[src/rtl/sparc_tlu_zcmp_pkg.sv]
// -----------------------------------------------------------------------------
// sparc_tlu_zcmp_pkg
// Shared definitions for the pipelined TLU zero/equality compare.
//   - nchk(): number of stage-1 reduction chunks for a given width/chunk size
//   - ZCMP_ZERO / ZCMP_EQ: compare mode encodings
// -----------------------------------------------------------------------------
package sparc_tlu_zcmp_pkg;

  localparam logic ZCMP_ZERO = 1'b0;
  localparam logic ZCMP_EQ   = 1'b1;

  // ceil(width / chunk); the last chunk is zero-padded when it does not divide.
  function automatic int unsigned nchk(input int unsigned width, input int unsigned chunk);
    return (width + chunk - 1) / chunk;
  endfunction

endpackage

[src/rtl/sparc_tlu_zcmp_chunk.sv]
// -----------------------------------------------------------------------------
// sparc_tlu_zcmp_chunk
// Combinational masked zero/equality flag for one CHUNK-bit slice.
// Ports:
//   i_data    operand slice
//   i_ref_val reference slice (used only in ZCMP_EQ mode)
//   i_mask    1 = bit is don't-care
//   i_mode    ZCMP_ZERO / ZCMP_EQ
//   o_zero    1 = every unmasked bit of the formed operand is zero
// -----------------------------------------------------------------------------
module sparc_tlu_zcmp_chunk
  import sparc_tlu_zcmp_pkg::*;
#(
  parameter int unsigned CHUNK = 16
) (
  input  logic [CHUNK-1:0] i_data,
  input  logic [CHUNK-1:0] i_ref_val,
  input  logic [CHUNK-1:0] i_mask,
  input  logic             i_mode,
  output logic             o_zero
);

  logic [CHUNK-1:0] w_cmp;
  logic [CHUNK-1:0] w_x;

  // Equality is reduced to zero-detect by XOR-ing with the reference.
  assign w_cmp  = (i_mode == ZCMP_EQ) ? i_ref_val : '0;
  assign w_x    = (i_data ^ w_cmp) & ~i_mask;
  assign o_zero = ~|w_x;

endmodule

[src/rtl/sparc_tlu_zcmp_pipe.sv]
// -----------------------------------------------------------------------------
// sparc_tlu_zcmp_pipe
// Two-stage pipelined masked zero / equality compare with valid/ready flow
// control, per-thread sticky match flags and a saturating match counter.
// Stage 1 registers NCHK chunk-zero flags; stage 2 registers their AND.
// Ports:
//   clk, reset             core clock, asynchronous active-high reset
//   in_vld/in_rdy          request handshake
//   in_data/in_ref/in_mask operand, reference, don't-care mask
//   in_mode, in_tid        compare mode, thread tag
//   out_vld/out_rdy        result handshake
//   out_zero, out_tid      match result and its tag (from stage-2 registers)
//   sticky_hit/sticky_clr  per-thread sticky match flags and their clears
//   match_cnt/cnt_clr      saturating delivered-match count and its clear
//   busy                   either pipeline stage holds valid data
// TIDW must satisfy 2**TIDW >= NTHR.
// -----------------------------------------------------------------------------
module sparc_tlu_zcmp_pipe
  import sparc_tlu_zcmp_pkg::*;
#(
  parameter int unsigned WIDTH = 64,
  parameter int unsigned CHUNK = 16,
  parameter int unsigned NTHR  = 4,
  parameter int unsigned TIDW  = 2,
  parameter int unsigned CNTW  = 8
) (
  input  logic             clk,
  input  logic             reset,
  input  logic             in_vld,
  output logic             in_rdy,
  input  logic [WIDTH-1:0] in_data,
  input  logic [WIDTH-1:0] in_ref,
  input  logic [WIDTH-1:0] in_mask,
  input  logic             in_mode,
  input  logic [TIDW-1:0]  in_tid,
  output logic             out_vld,
  input  logic             out_rdy,
  output logic             out_zero,
  output logic [TIDW-1:0]  out_tid,
  output logic [NTHR-1:0]  sticky_hit,
  input  logic [NTHR-1:0]  sticky_clr,
  output logic [CNTW-1:0]  match_cnt,
  input  logic             cnt_clr,
  output logic             busy
);

  localparam int unsigned NCHK = nchk(WIDTH, CHUNK);
  localparam int unsigned PADW = NCHK * CHUNK;

  // Zero-extension pads the last chunk with zero data and zero mask, so the
  // padding bits always read as "zero".
  logic [PADW-1:0] w_data_pad;
  logic [PADW-1:0] w_ref_pad;
  logic [PADW-1:0] w_mask_pad;
  logic [NCHK-1:0] w_chunk_zero;

  assign w_data_pad = PADW'(in_data);
  assign w_ref_pad  = PADW'(in_ref);
  assign w_mask_pad = PADW'(in_mask);

  for (genvar g = 0; g < NCHK; g++) begin : g_chunk
    sparc_tlu_zcmp_chunk #(
      .CHUNK (CHUNK)
    ) u_chunk (
      .i_data    (w_data_pad[g*CHUNK +: CHUNK]),
      .i_ref_val (w_ref_pad[g*CHUNK +: CHUNK]),
      .i_mask    (w_mask_pad[g*CHUNK +: CHUNK]),
      .i_mode    (in_mode),
      .o_zero    (w_chunk_zero[g])
    );
  end

  // Pipeline registers
  logic            r_s1_vld;
  logic [NCHK-1:0] r_s1_flags;
  logic [TIDW-1:0] r_s1_tid;
  logic            r_s2_vld;
  logic            r_s2_zero;
  logic [TIDW-1:0] r_s2_tid;
  logic [NTHR-1:0] r_sticky;
  logic [CNTW-1:0] r_cnt;

  logic            w_s1_load;
  logic            w_s2_load;
  logic            w_deliver;
  logic            w_match;
  logic [NTHR-1:0] w_sticky_d;
  logic [CNTW-1:0] w_cnt_d;

  // in_rdy: stage 1 is free, or will be vacated into stage 2 this cycle.
  assign in_rdy    = ~r_s1_vld | ~r_s2_vld | out_rdy;
  assign w_s1_load = in_vld & in_rdy;
  assign w_s2_load = r_s1_vld & (~r_s2_vld | out_rdy);
  assign w_deliver = r_s2_vld & out_rdy;
  assign w_match   = w_deliver & r_s2_zero;

  always_ff @(posedge clk or posedge reset) begin
    if (reset) begin
      r_s1_vld   <= 1'b0;
      r_s1_flags <= '0;
      r_s1_tid   <= '0;
    end else begin
      if (w_s1_load) begin
        r_s1_vld   <= 1'b1;
        r_s1_flags <= w_chunk_zero;
        r_s1_tid   <= in_tid;
      end else if (w_s2_load) begin
        r_s1_vld   <= 1'b0;
      end
    end
  end

  always_ff @(posedge clk or posedge reset) begin
    if (reset) begin
      r_s2_vld  <= 1'b0;
      r_s2_zero <= 1'b0;
      r_s2_tid  <= '0;
    end else begin
      if (w_s2_load) begin
        r_s2_vld  <= 1'b1;
        r_s2_zero <= &r_s1_flags;
        r_s2_tid  <= r_s1_tid;
      end else if (w_deliver) begin
        r_s2_vld  <= 1'b0;
      end
    end
  end

  // Sticky flags: a set in the same cycle as a clear wins. Tags >= NTHR
  // match no index and so never set a flag.
  always_comb begin
    w_sticky_d = r_sticky & ~sticky_clr;
    for (int unsigned i = 0; i < NTHR; i++) begin
      if (w_match && (r_s2_tid == TIDW'(i))) begin
        w_sticky_d[i] = 1'b1;
      end
    end
  end

  // Counter: clear together with a match leaves a count of one.
  always_comb begin
    w_cnt_d = r_cnt;
    if (cnt_clr) begin
      w_cnt_d = w_match ? CNTW'(1) : '0;
    end else if (w_match && (r_cnt != {CNTW{1'b1}})) begin
      w_cnt_d = r_cnt + CNTW'(1);
    end
  end

  always_ff @(posedge clk or posedge reset) begin
    if (reset) begin
      r_sticky <= '0;
      r_cnt    <= '0;
    end else begin
      r_sticky <= w_sticky_d;
      r_cnt    <= w_cnt_d;
    end
  end

  assign out_vld    = r_s2_vld;
  assign out_zero   = r_s2_zero;
  assign out_tid    = r_s2_tid;
  assign sticky_hit = r_sticky;
  assign match_cnt  = r_cnt;
  assign busy       = r_s1_vld | r_s2_vld;

endmodule
[config.mk]
export PLATFORM = sky130hd
export DESIGN_NAME = sparc_tlu_zcmp_pipe
export DESIGN_NICKNAME = d
export VERILOG_FILES = /design/src/rtl/sparc_tlu_zcmp_pkg.sv /design/src/rtl/sparc_tlu_zcmp_chunk.sv /design/src/rtl/sparc_tlu_zcmp_pipe.sv
export SDC_FILE = /design/constraint.sdc
export NUM_CORES = 1
export LEC_CHECK = 0
export BUFFER_PORTS_ARGS = -buffer_cell sky130_fd_sc_hd__buf_2
export CORE_ASPECT_RATIO = 0.7
export CORE_MARGIN = 3
export CORE_UTILIZATION = 44
export CTS_CLUSTER_SIZE = 10
export DETAILED_ROUTE_END_ITERATION = 6
export PLACE_DENSITY = 0.89
export SYNTH_ARGS = -nofsm -noshare
export SYNTH_HDL_FRONTEND = slang
export SYNTH_HIERARCHICAL = 1
export SYNTH_SLANG_ARGS = --single-unit
[constraint.sdc]
create_clock -name clk -period 3 [get_ports clk]
set_clock_uncertainty 0.15 [all_clocks]
set_input_delay 0.45 -clock clk [delete_from_list [all_inputs] [get_ports clk]]
set_output_delay 0.45 -clock clk [all_outputs]
set_load 0.1 [all_outputs]
==> results.tsv <==
stage	metric	value	unit
cts	CTS Buffer Depth	2	
die	Die H	72.7	um
sta	fin crit period	1.92	ns
synth	Synth async-reset ratio	100	%
synth	post-synth top area share	20.6	%
synth	adder-cell share of the synthesized area	0.448	%
worst_setup_path	critical path's top delay family	flip-flops	
global_routing	vias in the first global route	3338	
synth	post-synthesis sequential area ratio	20.6	%
worst_setup_path	crit path kind	register to output port	
cts	CTS tree	done	
synth	Mapped Area	2790	sq um
worst_setup_path	nature of the critical path startpoint	register	
pwr	Pwr Density	250	nW/um^2
global_routing	first-pass GRT wire length	14.0	mm
sta	final setup TNS	0	ns
die	die width	101	um
finish	FILL cells	519	
placed_design	post-place instance area	3870	sq um
placed_design	port buffer count	221	
synth	Area contributors post-synth	dfrtp_1 21%, mux2i_1 18%, nor2b_1 11%	
sta	unrepaired setup endpoints after global routing	no	
min_path	Hold Path Class	input pin to asynchronous set/reset pin	
finish	# diodes	0	
cts	Clock Sinks	23	
finish	share of layout cells above drive strength 1	45.5	%
pwr	IR drop worst, VDD	185	uV
die	cell row count	23	
synth	most frequent cell after synthesis	nand2_1	
finish	register area	577	sq um
sta	final max-slew violation count	0	
cts	total CTS buffers	3	
cts	hold buffer count at CTS	0	
sta	max_slew headroom	39.6	%
die	Starting Density	47.1	%
worst_setup_path	CP max FO	8	
global_routing	initial antenna violation count	0	
worst_setup_path	Worst Path Buf+Inv	1	
synth	Syn Area/Cell	8.02	sq um
worst_setup_path	critical path arrival	1.32	ns
cts	Post-CTS Resized	0	
finish	area of the multi-input gates	2040	sq um
worst_setup_path	Critical Path End Type	output port	
synth	number of synthesized flops with an enable pin	0	
synth	number of synthesized register bits	23	
finish	Layout area overhead	40.1	%
synth	Yosys top cell by area	dfrtp_1	
drt	Via density	5.19	
sta	fin crit share	64.1	%
cts	Worst-Skew Late Latency	0.27	ns
synth	post-synthesis simple-gate area fraction	36.2	%
synth	Post-Syn Instances	348	
sta	Final Setup Violations	0	
sta	Worst Tran Pin Value	0.906	ns
worst_setup_path	delay of the slowest critical-path stage	0.46	ns
global_routing	GRT Util Overall	23.2	%
status	status	finished clean	
cts	clk slew on worst S/H paths	0.09	ns
cts	htree depth	1	
synth	post-synthesis xor/xnor area fraction	5.02	%
finish	Final #Nets	769	
synth	Ys Warns	6	
synth	Synth Flop Type	dfrtp_1	
worst_setup_path	Critical Path Slowest Stage Cell	dfrtp_2	
worst_setup_path	Required @ worst endpoint	2.40	ns
sta	final hold violation count	0	
worst_setup_path	crit path cell chain	or2_2, buf_2	
finish	fin area	3910	sq um
synth	distinct cell type count of the synthesized netlist	39	
drt	Detail Route Antenna Nets	0	
drt	Detailed Routing Iterations Pass 1	4	
drt	1st-iter DRT viols	111	
synth	combinational family with the most area after synthesis	simple AND/OR/NAND/NOR gates	
die	die area	7350	sq um
drt	vias	3309	
cts	root buffer cell	clkbuf_8	
drt	Avg WL per Cell	14.0	um
synth	Compound-Gate Fraction of Synth Area	9.50	%
drt	DR DRC count	0	
cts	post-CTS setup buffers	0	
global_routing	grt ovf	0	
pwr	Leak	0.00222	uW
die	IO Pins	222	
drt	total wire length	8.96	mm
placed_design	RD Place Congestion	0.919	
run	Max Cap Viol	0	
synth	Commonest cells post-synth	59 x nand2_1, 50 x mux2i_1, 50 x nor2_1	
die	Core Region	5930	sq um
synth	Syn Nets	553	
placed_design	DPL Wire Length	7.87	mm
global_routing	largest net degree at the start of global routing	65	
synth	mux share of post-synthesis cell area	22.0	%
sta	max frequency	0.520	GHz
-- per-layer routing --
layer | wire length [um] | up-vias | global-route usage (%) | part of all wire, %
met5 | 0 | - | 0 | 0
met4 | 312 | 0 | 9.73 | 3.5
met3 | 744 | 28 | 4.97 | 8.3
met2 | 4650 | 165 | 42.6 | 52
met1 | 3250 | 1478 | 26.0 | 36
li1 | - | 1638 | - | -
-- flip-flops by register name, indices dropped and copies added (netlist names) --
signal	count
match_cnt	8
out_zero	1
r_s1_flags	4
out_tid	2
r_s1_vld	1
sticky_hit	4
out_vld	1
r_s1_tid	2
-- cell usage in the layout, fill, tap and decap left out, types with 4 or more instances in the layout --
cell type  instances
nor4_2             4
nand3_1            5
buf_2            221
nand2_4            4
inv_1              8
mux2_2            10
xor2_1            16
mux2i_1           50
nor2b_1           49
nand2b_1           6
nor2_1            50
nand2_2            4
nand2_1           59
dfrtp_1           22
o2111ai_1         16
-- metrics by stage --
step                total power [uW]  instances  hold WS, ns  utilization [%]  setup WS, ns
finish                           978        638        0.208             66.0          1.08
global route                    1050        638        0.204             66.0         0.998
global placement                 777        634        0.340             65.2          1.03
detailed placement               792        634        0.346             65.2         0.943
floorplan                        612        348        0.302                -         0.223
CTS                              990        638        0.203             66.0          1.06
-- power breakdown --
group	internal (uW)	switching, uW
sequential	324	15.7
clock	92.7	101
combinational	203	242
total	619	359
-- final timing paths --
check / startpoint / end / slack, ns / depth (start not counted)
worst max-delay path: out_vld$_DFFE_PP0P_ / busy / 1.08 / 2
worst min-delay path: reset / match_cnt[3]$_DFFE_PP0P_ / 0.21 / 2
worst max register to register: match_cnt[0]$_DFFE_PP0P_ / match_cnt[3]$_DFFE_PP0P_ / 1.15 / 4
worst min register to register: r_s1_tid[1]$_DFFE_PP0P_ / out_tid[1]$_DFFE_PP0P_ / 0.36 / 1
max in group asynchronous: reset / out_vld$_DFFE_PP0P_ / 1.86 / 2
min in group clk: sticky_clr[3] / sticky_hit[3]$_DFF_PP0_ / 0.21 / 2
-- area by class of cell --
| cell class | count | area share, % |
|---|---|---|
| clock buffer | 3 | 1.05 |
| sequential | 23 | 14.7 |
| timing repair buffer | 222 | 28.8 |
| tap | 75 | 2.40 |
| multi-input combinational | 306 | 52.1 |
| clock inverter | 1 | 0.128 |
| inverter | 8 | 0.767 |
-- worst reg2reg max path: cells and delay by family, from the launching register on --
| kind | cells | cell delay, ns |
|---|---|---|
| flops | 1 | 0.44 |
| fa+ha+maj | 1 | 0.28 |
| simple gates | 1 | 0.29 |
| compound gates | 1 | 0.23 |
| mux | 1 | 0.35 |
-- kinds of logic (layout without fill, tap and decap cells) --
| group | count (synthesis) | after routing |
|---|---|---|
| and+or+nand+nor | 196 | 196 |
| muxes | 60 | 60 |
| AOI/OAI and AO/OA | 33 | 33 |
| DFF | 23 | 23 |
| buffers and inverters | 19 | 234 |
| xor gates and xnor gates | 16 | 16 |
| adders and majority gates | 1 | 1 |
No activity file was read; power rests on OpenSTA's default activity.
